**src/rtl/scan_pkg.sv**
```systemverilog
// Shared scan-chain constants used by the cell and by the scan controller's wait-state defaults.
package scan_pkg;
  localparam int SCAN_NUM_IOS     = 8;
  localparam int SCAN_SYNC_STAGES = 2;
  // Shortest legal scan clock high or low phase, in system clock cycles.
  localparam int SCAN_MIN_PHASE   = SCAN_SYNC_STAGES + 3;

  localparam logic [7:0] SHIFT_CNT_MAX = 8'hFF;

  function automatic logic [7:0] sat_inc(input logic [7:0] v);
    return (v == SHIFT_CNT_MAX) ? v : v + 8'd1;
  endfunction
endpackage

```
**src/rtl/scan_chain_cell_sync_if.sv**
```systemverilog
// Serial scan link between neighbouring chain cells (or controller -> first cell).
// Protocol: data and select are set up while scan_clk is low and sampled on its rise;
// scan_latch_en rises only while scan_clk is low; each phase lasts >= SCAN_MIN_PHASE cycles.
interface scan_chain_cell_sync_if;
  logic scan_clk;
  logic scan_data;
  logic scan_select;
  logic scan_latch_en;

  modport master (output scan_clk, output scan_data, output scan_select, output scan_latch_en);
  modport slave  (input  scan_clk, input  scan_data, input  scan_select, input  scan_latch_en);
endinterface

```
**src/rtl/scan_sync_edge.sv**
```systemverilog
// Single-bit synchroniser with one-cycle history for rise/fall detection, gated by primed_i.
module scan_sync_edge
  import scan_pkg::*;
#(
  parameter int SYNC_STAGES = SCAN_SYNC_STAGES
) (
  input  logic clk,
  input  logic reset,
  input  logic primed_i,
  input  logic d_i,
  output logic s_o,
  output logic rise_o,
  output logic fall_o
);
  logic [SYNC_STAGES-1:0] sync_q;
  logic                   hist_q;

  // History keeps tracking while unprimed, so a level present at reset release never looks like an edge.
  always_ff @(posedge clk or posedge reset) begin
    if (reset) begin
      sync_q <= '0;
      hist_q <= 1'b0;
    end else begin
      sync_q <= {sync_q[SYNC_STAGES-2:0], d_i};
      hist_q <= sync_q[SYNC_STAGES-1];
    end
  end

  assign s_o    = sync_q[SYNC_STAGES-1];
  assign rise_o = primed_i &  s_o & ~hist_q;
  assign fall_o = primed_i & ~s_o &  hist_q;
endmodule

```
**src/rtl/scan_chain_cell_sync.sv**
```systemverilog
// One scan chain cell: samples the slow scan link on clk, shifts/loads, latches design inputs, forwards the link.
module scan_chain_cell_sync
  import scan_pkg::*;
#(
  parameter int NUM_IOS     = SCAN_NUM_IOS,
  parameter int SYNC_STAGES = SCAN_SYNC_STAGES
) (
  input  logic                   clk,
  input  logic                   reset,
  scan_chain_cell_sync_if.slave  up_if,
  scan_chain_cell_sync_if.master dn_if,
  input  logic [NUM_IOS-1:0]     module_data_out,
  output logic [NUM_IOS-1:0]     module_data_in,
  output logic                   latched,
  output logic [7:0]             shift_cnt
);
  localparam int PRIME_CYCLES = SYNC_STAGES + 1;
  localparam int PW           = $clog2(PRIME_CYCLES + 1);

  logic [PW-1:0]      prime_cnt_q, prime_cnt_d;
  logic               primed;
  logic [NUM_IOS-1:0] shift_reg_q, shift_reg_d;
  logic [NUM_IOS-1:0] din_q, din_d;
  logic               data_out_q, data_out_d;
  logic               latched_q, latched_d;
  logic [7:0]         cnt_q, cnt_d;
  logic               fwd_clk_q, fwd_sel_q, fwd_lat_q;

  logic s_clk, s_data, s_sel, s_lat;
  logic clk_rise, clk_fall, lat_rise;
  logic data_rise_unused, data_fall_unused, sel_rise_unused, sel_fall_unused, lat_fall_unused;

  assign primed = (prime_cnt_q == PW'(PRIME_CYCLES));

  scan_sync_edge #(.SYNC_STAGES(SYNC_STAGES)) u_sync_clk (
    .clk(clk), .reset(reset), .primed_i(primed), .d_i(up_if.scan_clk),
    .s_o(s_clk), .rise_o(clk_rise), .fall_o(clk_fall));
  scan_sync_edge #(.SYNC_STAGES(SYNC_STAGES)) u_sync_data (
    .clk(clk), .reset(reset), .primed_i(primed), .d_i(up_if.scan_data),
    .s_o(s_data), .rise_o(data_rise_unused), .fall_o(data_fall_unused));
  scan_sync_edge #(.SYNC_STAGES(SYNC_STAGES)) u_sync_sel (
    .clk(clk), .reset(reset), .primed_i(primed), .d_i(up_if.scan_select),
    .s_o(s_sel), .rise_o(sel_rise_unused), .fall_o(sel_fall_unused));
  scan_sync_edge #(.SYNC_STAGES(SYNC_STAGES)) u_sync_lat (
    .clk(clk), .reset(reset), .primed_i(primed), .d_i(up_if.scan_latch_en),
    .s_o(s_lat), .rise_o(lat_rise), .fall_o(lat_fall_unused));

  always_comb begin
    prime_cnt_d = primed ? prime_cnt_q : prime_cnt_q + PW'(1);
    shift_reg_d = shift_reg_q;
    data_out_d  = data_out_q;
    din_d       = din_q;
    cnt_d       = cnt_q;
    latched_d   = lat_rise;
    if (clk_rise) begin
      shift_reg_d = s_sel ? module_data_out : {shift_reg_q[NUM_IOS-2:0], s_data};
    end
    if (clk_fall) begin
      data_out_d = shift_reg_q[NUM_IOS-1];
    end
    // A latch coinciding with a shift captures the pre-shift register and wins the counter.
    if (lat_rise) begin
      din_d = shift_reg_q;
      cnt_d = '0;
    end else if (clk_rise && !s_sel) begin
      cnt_d = sat_inc(cnt_q);
    end
  end

  always_ff @(posedge clk or posedge reset) begin
    if (reset) begin
      prime_cnt_q <= '0;
      shift_reg_q <= '0;
      data_out_q  <= 1'b0;
      din_q       <= '0;
      cnt_q       <= '0;
      latched_q   <= 1'b0;
      fwd_clk_q   <= 1'b0;
      fwd_sel_q   <= 1'b0;
      fwd_lat_q   <= 1'b0;
    end else begin
      prime_cnt_q <= prime_cnt_d;
      shift_reg_q <= shift_reg_d;
      data_out_q  <= data_out_d;
      din_q       <= din_d;
      cnt_q       <= cnt_d;
      latched_q   <= latched_d;
      fwd_clk_q   <= s_clk;
      fwd_sel_q   <= s_sel;
      fwd_lat_q   <= s_lat;
    end
  end

  assign dn_if.scan_clk      = fwd_clk_q;
  assign dn_if.scan_data     = data_out_q;
  assign dn_if.scan_select   = fwd_sel_q;
  assign dn_if.scan_latch_en = fwd_lat_q;
  assign module_data_in      = din_q;
  assign latched             = latched_q;
  assign shift_cnt           = cnt_q;
endmodule
```
**src/flat_wrapper.sv**
```systemverilog
// flat-port wrapper written by rule: the top's interface ports become plain ports
module scan_chain_cell_sync_flat import scan_pkg::*;
#(
  parameter int NUM_IOS     = SCAN_NUM_IOS,
  parameter int SYNC_STAGES = SCAN_SYNC_STAGES
)
  (clk, reset, module_data_out, module_data_in, latched, shift_cnt, up_if_scan_clk, up_if_scan_data, up_if_scan_select, up_if_scan_latch_en, dn_if_scan_clk, dn_if_scan_data, dn_if_scan_select, dn_if_scan_latch_en);
  scan_chain_cell_sync_if up_if_i ();
  scan_chain_cell_sync_if dn_if_i ();
  input  logic clk;
  input  logic reset;
  input  logic [NUM_IOS-1:0] module_data_out;
  output logic [NUM_IOS-1:0] module_data_in;
  output logic latched;
  output logic [7:0] shift_cnt;
  input wire logic [$bits(up_if_i.scan_clk)-1:0] up_if_scan_clk;
  input wire logic [$bits(up_if_i.scan_data)-1:0] up_if_scan_data;
  input wire logic [$bits(up_if_i.scan_select)-1:0] up_if_scan_select;
  input wire logic [$bits(up_if_i.scan_latch_en)-1:0] up_if_scan_latch_en;
  output wire logic [$bits(dn_if_i.scan_clk)-1:0] dn_if_scan_clk;
  output wire logic [$bits(dn_if_i.scan_data)-1:0] dn_if_scan_data;
  output wire logic [$bits(dn_if_i.scan_select)-1:0] dn_if_scan_select;
  output wire logic [$bits(dn_if_i.scan_latch_en)-1:0] dn_if_scan_latch_en;
  assign up_if_i.scan_clk = up_if_scan_clk;
  assign up_if_i.scan_data = up_if_scan_data;
  assign up_if_i.scan_select = up_if_scan_select;
  assign up_if_i.scan_latch_en = up_if_scan_latch_en;
  assign dn_if_scan_clk = dn_if_i.scan_clk;
  assign dn_if_scan_data = dn_if_i.scan_data;
  assign dn_if_scan_select = dn_if_i.scan_select;
  assign dn_if_scan_latch_en = dn_if_i.scan_latch_en;
  scan_chain_cell_sync #(.NUM_IOS(NUM_IOS), .SYNC_STAGES(SYNC_STAGES)) u_core (.clk(clk), .reset(reset), .up_if(up_if_i), .dn_if(dn_if_i), .module_data_out(module_data_out), .module_data_in(module_data_in), .latched(latched), .shift_cnt(shift_cnt));
endmodule
```
**config.mk**
```make
export PLATFORM = sky130hd
export DESIGN_NAME = scan_chain_cell_sync_flat
export DESIGN_NICKNAME = d
export VERILOG_FILES = /design/src/rtl/scan_pkg.sv /design/src/rtl/scan_chain_cell_sync_if.sv /design/src/rtl/scan_sync_edge.sv /design/src/rtl/scan_chain_cell_sync.sv /design/src/flat_wrapper.sv
export SDC_FILE = /design/constraint.sdc
export NUM_CORES = 1
export LEC_CHECK = 0
export CAP_MARGIN = 20
export CORE_MARGIN = 3
export CORE_UTILIZATION = 31
export DETAILED_ROUTE_END_ITERATION = 10
export SLEW_MARGIN = 25
export SYNTH_ARGS = -nofsm -noshare
export SYNTH_HDL_FRONTEND = slang
export SYNTH_SLANG_ARGS = --single-unit
```
**constraint.sdc**
```tcl
create_clock -name clk -period 3 [get_ports clk]
set_clock_uncertainty 0.2 [all_clocks]
set_input_delay 0.6 -clock clk [delete_from_list [all_inputs] [get_ports clk]]
set_output_delay 0.6 -clock clk [all_outputs]
set_load 0.005 [all_outputs]
```
==> run_results.csv, run 1 <==
group,metric,value,unit
hold_path,min_path_cells,0,
global_routing,antenna_found_initial,0,
power,p_sw_share,22.6,%
sta,fin_crit_sh,70.5,%
power,power,1.18,mW
clock_network,hold_buffers,0,
power,power_frac_clock,34.6,%
placed_design,portBuffers,34,
synthesis,syn_nets,151,
setup_path,crit_fanout,6,
clock_network,cts_max_path_buffers,2,
hold_path,holdCritPathClass,"flop to flop",
global_routing,grt_pass1_vias,1111,
clock_network,htreeDepth,2,
sta,whs,0.150,ns
setup_path,crit_type,"flop to output pin",
global_routing,grt_first_pass_wirelength,5.54,mm
sta,slew_violations,0,
synthesis,synthCells,135,
setup_path,worst_path_max_delay_cell,"clkdlybuf4s50_1",
global_routing,grt-busiest-layer,"met2",
sta,slew_headroom,64.0,%
clock_network,clk_latency,0.28,ns
clock_network,clkTransAtPathRegs,0.07,ns
setup_path,cp_top_family,"buffers and inverters",
setup_path,path_depth,1,
status,status,"completed",
clock_network,cts_root_buffer,"clkbuf_8",
sta,finalSetupViolations,0,
sta,final-hold-violation-count,0,
routing,drt_pass1_iterations,4,
clock_network,cts_setup_buffers,0,
clock_network,cts_sinks,39,
placed_design,dp_slack,1.18,ns
floorplan,core,4820,µm²
synthesis,synthArstFlopShare,100,%
power,total_leakage_power,0.956,nW
synthesis,synth_top_area_share,62.0,%
setup_path,cp-end-kind,"output pin",
synthesis,synth_flop_cell,"dfrtp_1",
synthesis,syn_avg_cell_area,11.7,µm²
power,p_switching,0.267,mW
setup_path,cp-start-kind,"flop",
synthesis,synth_area,1570,µm²
global_routing,met2_usage,18.0,%
finish,nets,188,
routing,avgRoutedWirePerCell,13.0,µm
routing,num_vias,1087,
finish,diodes,0,
sta,tightestPinTransition,0.540,ns
power,powerDensity,569,nW/µm²
power,p_comb_share,13.0,%
floorplan,start_util,32.7,%
global_routing,grt_use_total,11.9,%
synthesis,ys_ff_latch,39,
synthesis,synth.top_cells.by_count,"dfrtp_1, nand2_1, o21ai_0",
floorplan,die_h,77.3,µm
power,power.internal,0.914,mW
sta,rsz0062_at_grt,"no",
global_routing,grt_use_met1,16.0,%
sta,max_freq,473,MHz
job,maxCapViolations,0,
synthesis,ys_types,31,
finish,drive_gt1_share,8.72,%
power,seqPwrFrac,52.4,%
routing,drt-initial-drc-count,101,
setup_path,slowest_delay,0.55,ns
placed_design,dp.cells,232,
floorplan,io_pins,35,
placed_design,gp_congestion,0.812,
finish,syn2layout_area_growth,31.9,%
floorplan,rows,25,
synthesis,ys_warn_count,0,
sta,fin_crit,2.11,ns
routing,vias_per_cell,4.55,
finish,finalNonFillerCells,239,
clock_network,ctsResizeCount,0,
synthesis,synth_edf_count,0,
placed_design,dp_hpwl,2.20,mm
clock_network,numCtsBuffers,5,
floorplan,fp.dieW,77.3,µm
setup_path,crit_chain,"clkdlybuf4s50_1",
floorplan,die_area,5970,µm²
global_routing,grt_start_max_net_pins,40,
setup_path,required,2.20,ns
clock_network,tritoncts,"yes",
synthesis,synth_seq_area_share,62.0,%
synthesis,synth_area_leaders,"dfrtp_1, nand2_1, mux2i_1",
setup_path,worst_ep_arrival_time,1.31,ns
synthesis,yosysMostFrequentCell,"dfrtp_1",
routing,antenna_violating_nets_post_route,0,
setup_path,path_buf_inv,1,
sta,tns,0,ns
routing,drcViolationCount,0,
setup_path,rr_worst_depth,4,
sta,setup_ws,0.886,ns
power,ir_drop,0.000276,V
routing,routed_wirelength,3.11,mm
synthesis,synth_area_leader_cell,"dfrtp_1",
global_routing,grt-ovfl-total,0,
global_routing,met3_usage,3.17,%
## cell type report
type	count	area (µm²)
Fill cell	481	2740
Sequential cell	39	976
Multi-Input combinational cell	88	554
Timing Repair Buffer	35	348
Tap cell	67	83.8
Clock buffer	6	72.6
Clock inverter	1	30.0
Inverter	3	11.3
## routing by layer
layer	vias to the layer above	share of wire (%)
li1	530	-
met2	30	48
met4	0	1.2
met3	5	4.3
met5	-	0
met1	522	47
## metrics by stage
step           utilization (%)  instance area (µm²)
2_1_floorplan                -                 1570
3_3_place_gp              41.0                 1970
3_5_place_dp              41.0                 1970
4_1_cts                   43.1                 2080
5_1_grt                   43.1                 2080
6_report                  43.1                 2080
## cell families after synthesis
kind of cell / Yosys count / share of synthesized area (%)
XOR/XNOR: 6 / 3.34
multiplexers: 11 / 7.15
adder cells (fa/ha/maj): 2 / 1.59
AND/OR/NAND/NOR: 52 / 16.1
AO/OA/AOI/OAI: 17 / 7.00
flip-flops: 39 / 62.0
buffers and inverters: 8 / 2.78
## registers in the layout, indices dropped and copies added, names as in the netlist
name                        flops
u_core.dn_if.scan_clk           1
u_core.dn_if.scan_data          1
u_core.dn_if.scan_latch_en      1
u_core.dn_if.scan_select        1
u_core.latched                  1
u_core.module_data_in           8
u_core.prime_cnt_q              2
u_core.shift_cnt                8
u_core.shift_reg_q              8
u_core.u_sync_clk.sync_q        2
u_core.u_sync_data.sync_q       2
u_core.u_sync_lat.sync_q        2
u_core.u_sync_sel.sync_q        2
## power groups by stage
stage                     Combinational, mW  Clock [mW]  Sequential [mW]
final                                 0.153       0.409            0.618
after global routing                  0.173       0.454            0.626
after global placement                0.152           0            0.629
after detailed placement              0.156           0            0.628
after floorplan                      0.0667           0            0.618
after CTS                             0.157       0.420            0.619
## cells in the final DEF, fill, tap and decap left out, drive strengths merged
cell type	n
and3	1
inv	3
and4b	1
bufinv	1
nand4	1
o211ai	2
or2	1
and2	1
xor2	5
buf	1
a21oi	2
o2111ai	2
o21ai	11
nand3	1
ha	2
dfrtp	39
clkdlybuf4s50	34
mux2	2
and4bb	1
clkbuf	6
nor2	6
mux2i	9
nand3b	2
xnor2	1
nand2	34
or3	2
and3b	1
## path summary, 6_finish.rpt
kind	startpoint	to	slack, ns
max	u_core.shift_cnt[3]	shift_cnt[3]	0.89
max reg2reg	u_core.u_sync_sel.sync_q[1]	u_core.shift_cnt[5]	1.18
max in group asynchronous	reset	u_core.shift_cnt[3]	1.72
min in group asynchronous	reset	u_core.u_sync_data.sync_q[1]	0.53
min	u_core.u_sync_lat.sync_q[0]	u_core.u_sync_lat.sync_q[1]	0.15
min reg2reg	u_core.u_sync_lat.sync_q[0]	u_core.u_sync_lat.sync_q[1]	0.15
Power figures use the tool's default switching activity.
==> inputs of run 2 (changes only) <==
Clock period 3 ns to 1.9 ns, I/O delays scaled along.
==> run_results.csv, run 2 (synthesis results as in run 1) <==
group,metric,value,unit
setup_path,cp-end-kind,"output pin",
placed_design,gp_congestion,0.837,
sta,rsz0062_at_grt,"no",
finish,diodes,0,
sta,fin_crit_sh,97.2,%
setup_path,r2r_end,"u_core.shift_cnt[5]",
sta,tns,0,ns
clock_network,cts_sinks,39,
clock_network,clk_latency,0.29,ns
status,status,"completed",
setup_path,crit_fanout,5,
finish,layout_common_cells,"dfrtp_1, nand2_1, clkdlybuf4s50_1",
routing,antenna_violating_nets_post_route,0,
clock_network,clkTransAtPathRegs,0.08,ns
finish,syn2layout_area_growth,33.5,%
setup_path,endpoint,"shift_cnt[5]",
setup_path,worst_path_max_delay_cell,"clkdlybuf4s50_1",
global_routing,grt_pass1_vias,1062,
floorplan,fp.dieW,77.3,µm
routing,num_vias,1068,
placed_design,portBuffers,34,
setup_path,cp_top_family,"buffers and inverters",
floorplan,start_util,32.7,%
power,powerDensity,856,nW/µm²
job,maxCapViolations,0,
finish,nets,190,
floorplan,io_pins,35,
sta,whs,0.154,ns
setup_path,cp-start-kind,"flop",
setup_path,rr_worst_depth,5,
setup_path,slowest_delay,0.54,ns
setup_path,crit_type,"flop to output pin",
clock_network,cts_root_buffer,"clkbuf_8",
global_routing,grt_use_total,11.2,%
sta,final-hold-violation-count,0,
finish,final_common_cell,"dfrtp_1",
hold_path,holdCritPathClass,"flop to flop",
setup_path,required,1.32,ns
routing,routed_wirelength,3.06,mm
global_routing,antenna_found_initial,0,
power,ir_drop,0.000449,V
sta,fin_crit,1.85,ns
clock_network,htreeDepth,2,
floorplan,rows,25,
setup_path,cp-startpoint,"u_core.shift_cnt[5]",
finish,final_util,43.6,%
floorplan,die_h,77.3,µm
routing,drt_pass1_iterations,4,
sta,setup_ws,0.0532,ns
setup_path,path_buf_inv,1,
setup_path,reg2reg_slack,0.10,ns
sta,max_freq,541,MHz
routing,drt-initial-drc-count,62,
floorplan,die_area,5970,µm²
power,power,1.80,mW
sta,slew_violations,0,
global_routing,grt_first_pass_wirelength,5.18,mm
setup_path,crit_chain,"clkdlybuf4s50_1",
routing,vias_per_cell,4.41,
sta,tightestPinTransition,0.526,ns
clock_network,hold_buffers,0,
power,total_leakage_power,0.963,nW
floorplan,core,4820,µm²
placed_design,dp_slack,0.127,ns
setup_path,path_depth,1,
global_routing,grt-ovfl-total,0,
global_routing,grt_start_max_net_pins,40,
sta,slew_headroom,64.8,%
routing,drcViolationCount,0,
placed_design,dp_hpwl,2.19,mm
routing,avgRoutedWirePerCell,12.7,µm
finish,nFillCells,483,
clock_network,tritoncts,"yes",
finish,multi_input_area,554,µm²
setup_path,worst_ep_arrival_time,1.27,ns
finish,seq_area,978,µm²
clock_network,cts_max_path_buffers,2,
clock_network,numCtsBuffers,5,
sta,finalSetupViolations,0,
finish,drive_gt1_share,12.0,%
setup_path,r2r-start,"u_core.prime_cnt_q[0]",
run 2: power breakdown:
part / leakage, nW / internal [mW] / switching [mW] / total (mW)
Sequential: 0.477 / 0.912 / 0.0526 / 0.964
Combinational: 0.438 / 0.151 / 0.0999 / 0.251
Clock: 0.0474 / 0.296 / 0.288 / 0.584
run 2: layout make-up:
type,count,area share (%)
multi-input combinational,88,26.4
timing repair buffer,37,17.9
clock inverter,2,0.774
inverter,3,0.536
sequential,39,46.5
tap,67,3.99
clock buffer,6,3.93
run 2: routing by layer:
layer	vias to the layer above	GRT usage [%]	wire, µm
li1	533	-	-
met2	26	18.1	1470
met3	5	3.64	177
met4	0	4.27	40
met1	504	13.8	1380
met5	-	0	0
run 2: worst min path at each step:
stage	start	to	slack [ns]	depth (start not counted)
floorplan	u_core.u_sync_clk.sync_q[0]	u_core.u_sync_clk.sync_q[1]	0.13	0
global placement	u_core.u_sync_clk.sync_q[0]	u_core.u_sync_clk.sync_q[1]	0.13	0
detailed placement	u_core.u_sync_lat.sync_q[0]	u_core.u_sync_lat.sync_q[1]	0.14	0
CTS	u_core.u_sync_lat.sync_q[0]	u_core.u_sync_lat.sync_q[1]	0.16	0
global route	u_core.u_sync_lat.sync_q[0]	u_core.u_sync_lat.sync_q[1]	0.16	0
finish	u_core.u_sync_lat.sync_q[0]	u_core.u_sync_lat.sync_q[1]	0.15	0
run 2: stage by stage:
step                std cells  instance area [µm²]
floorplan                 135                 1570
global placement          234                 2000
detailed placement        234                 2000
CTS                       242                 2100
global route              242                 2100
finish                    242                 2100
run 2: repair_timing:
action | in CTS | in global routing
buffers inserted | 0 | 0
cloned | 0 | 0
hold endpoints to repair | 0 | 0
resized for setup | 1 | 1
endpoints found under the setup margin | 1 | 1
==> inputs of run 3 (changes only) <==
Settings changed: CORE_ASPECT_RATIO set to 1.2, PLACE_DENSITY set to 0.54.
==> run_results.csv, run 3 (synthesis results as in run 1) <==
group,metric,value,unit
status,status,"completed",
global_routing,grt_first_pass_wirelength,5.08,mm
sta,slew_violations,0,
clock_network,cts_max_path_buffers,2,
global_routing,grt-ovfl-total,0,
finish,nets,190,
routing,top_layer,"met4",
job,maxCapViolations,0,
floorplan,core,4730,µm²
setup_path,worst_ep_arrival_time,1.26,ns
sta,tns,0,ns
clock_network,hold_buffers,0,
routing,wl_met3,158,µm
routing,drt-initial-drc-count,43,
routing,vias_per_cell,4.57,
placed_design,gp_congestion,0.730,
global_routing,grt_start_max_net_pins,40,
clock_network,cts_root_buffer,"clkbuf_8",
routing,drcViolationCount,0,
power,ir_drop,0.000470,V
power,total_leakage_power,0.972,nW
global_routing,antenna_found_initial,0,
clock_network,htreeDepth,2,
setup_path,cp-start-kind,"flop",
setup_path,crit_type,"flop to output pin",
clock_network,numCtsBuffers,5,
sta,fin_crit,1.84,ns
finish,drive_gt1_share,12.6,%
clock_network,ctsResizeCount,2,
sta,max_freq,544,MHz
routing,routed_wirelength,2.80,mm
finish,layout_common_cells,"dfrtp_1, nand2_1, clkdlybuf4s50_1",
floorplan,io_pins,35,
sta,slew_headroom,67.5,%
clock_network,tritoncts,"yes",
setup_path,worst_path_max_delay_cell,"clkdlybuf4s50_1",
sta,finalSetupViolations,0,
sta,fin_crit_sh,96.7,%
setup_path,rr_worst_depth,5,
clock_network,cts_setup_buffers,0,
global_routing,grt_use_total,11.1,%
setup_path,r2r-start,"u_core.prime_cnt_q[0]",
floorplan,fp.dieW,71.0,µm
finish,syn2layout_area_growth,33.8,%
floorplan,die_h,84.1,µm
routing,num_vias,1065,
sta,rsz0062_at_grt,"no",
routing,antenna_violating_nets_post_route,0,
finish,diodes,0,
global_routing,grt_pass1_vias,1130,
setup_path,crit_fanout,6,
floorplan,rows,27,
placed_design,portBuffers,34,
clock_network,clkTransAtPathRegs,0.08,ns
clock_network,clk_latency,0.29,ns
power,powerDensity,901,nW/µm²
setup_path,crit_chain,"clkdlybuf4s50_1",
setup_path,slowest_delay,0.52,ns
setup_path,cp-startpoint,"u_core.shift_cnt[3]",
sta,tightestPinTransition,0.486,ns
floorplan,die_area,5970,µm²
setup_path,path_buf_inv,1,
routing,wl_met2,1.39,mm
power,power,1.90,mW
setup_path,cp_top_family,"buffers and inverters",
finish,final_common_cell,"dfrtp_1",
routing,avgRoutedWirePerCell,12.0,µm
finish,nFillCells,466,
floorplan,start_util,33.3,%
hold_path,min_from,"u_core.u_sync_sel.sync_q[0]",
setup_path,r2r_end,"u_core.shift_cnt[1]",
setup_path,cp-end-kind,"output pin",
hold_path,holdCritPathClass,"flop to flop",
setup_path,path_depth,1,
routing,drt_pass1_iterations,4,
setup_path,required,1.32,ns
setup_path,reg2reg_slack,0.17,ns
clock_network,cts_sinks,39,
routing,m1WireLength,1.19,mm
setup_path,endpoint,"shift_cnt[3]",
sta,final-hold-violation-count,0,
placed_design,dp_hpwl,2.00,mm
[run 3: final cells by class]
cell class	instances	area (µm²)	area share [%]
tap	58	72.6	3.45
multi-input combinational	88	554	26.3
timing repair buffer	37	375	17.8
sequential	39	980	46.5
inverter	3	11.3	0.535
clock buffer	5	68.8	3.27
clock inverter	3	43.8	2.08
[run 3: worst reg2reg max path: cells and delay by family (launching register included)]
family | cells | cell delay, ns
DFF | 1 | 0.40
AOI/OAI and AO/OA | 1 | 0.15
adders and majority gates | 1 | 0.28
and+or+nand+nor | 2 | 0.35
muxes | 1 | 0.22
[run 3: power by group]
part | switching (mW) | internal, mW
clock | 0.295 | 0.391
combinational | 0.0965 | 0.152
sequential | 0.0526 | 0.911
[run 3: layer usage]
layer / track usage, % / vias up
li1: - / 531
met1: 12.3 / 499
met2: 18.3 / 28
met3: 3.98 / 7
met4: 5.64 / 0
met5: 0 / -
[run 3: worst min-delay path by stage]
stage                             endpoint  slack [ns]  depth (start not counted)
3_3_place_gp   u_core.u_sync_clk.sync_q[1]        0.13                          0
4_1_cts        u_core.u_sync_sel.sync_q[1]        0.15                          0
3_5_place_dp   u_core.u_sync_clk.sync_q[1]        0.14                          0
5_1_grt        u_core.u_sync_lat.sync_q[1]        0.16                          0
2_1_floorplan  u_core.u_sync_clk.sync_q[1]        0.13                          0
6_report       u_core.u_sync_sel.sync_q[1]        0.15                          0
[run 3: stage by stage]
step           util [%]  std cells  cell area, µm²  setup slack (ns)  hold slack, ns
6_report           44.5        233            2110            0.0624           0.152
5_1_grt            44.5        233            2110           0.00885           0.157
4_1_cts            44.5        233            2100            0.0310           0.155
3_5_place_dp       42.1        225            1990             0.164           0.136
3_3_place_gp       42.1        225            1990             0.232           0.132
2_1_floorplan         -        135            1570             0.248           0.131
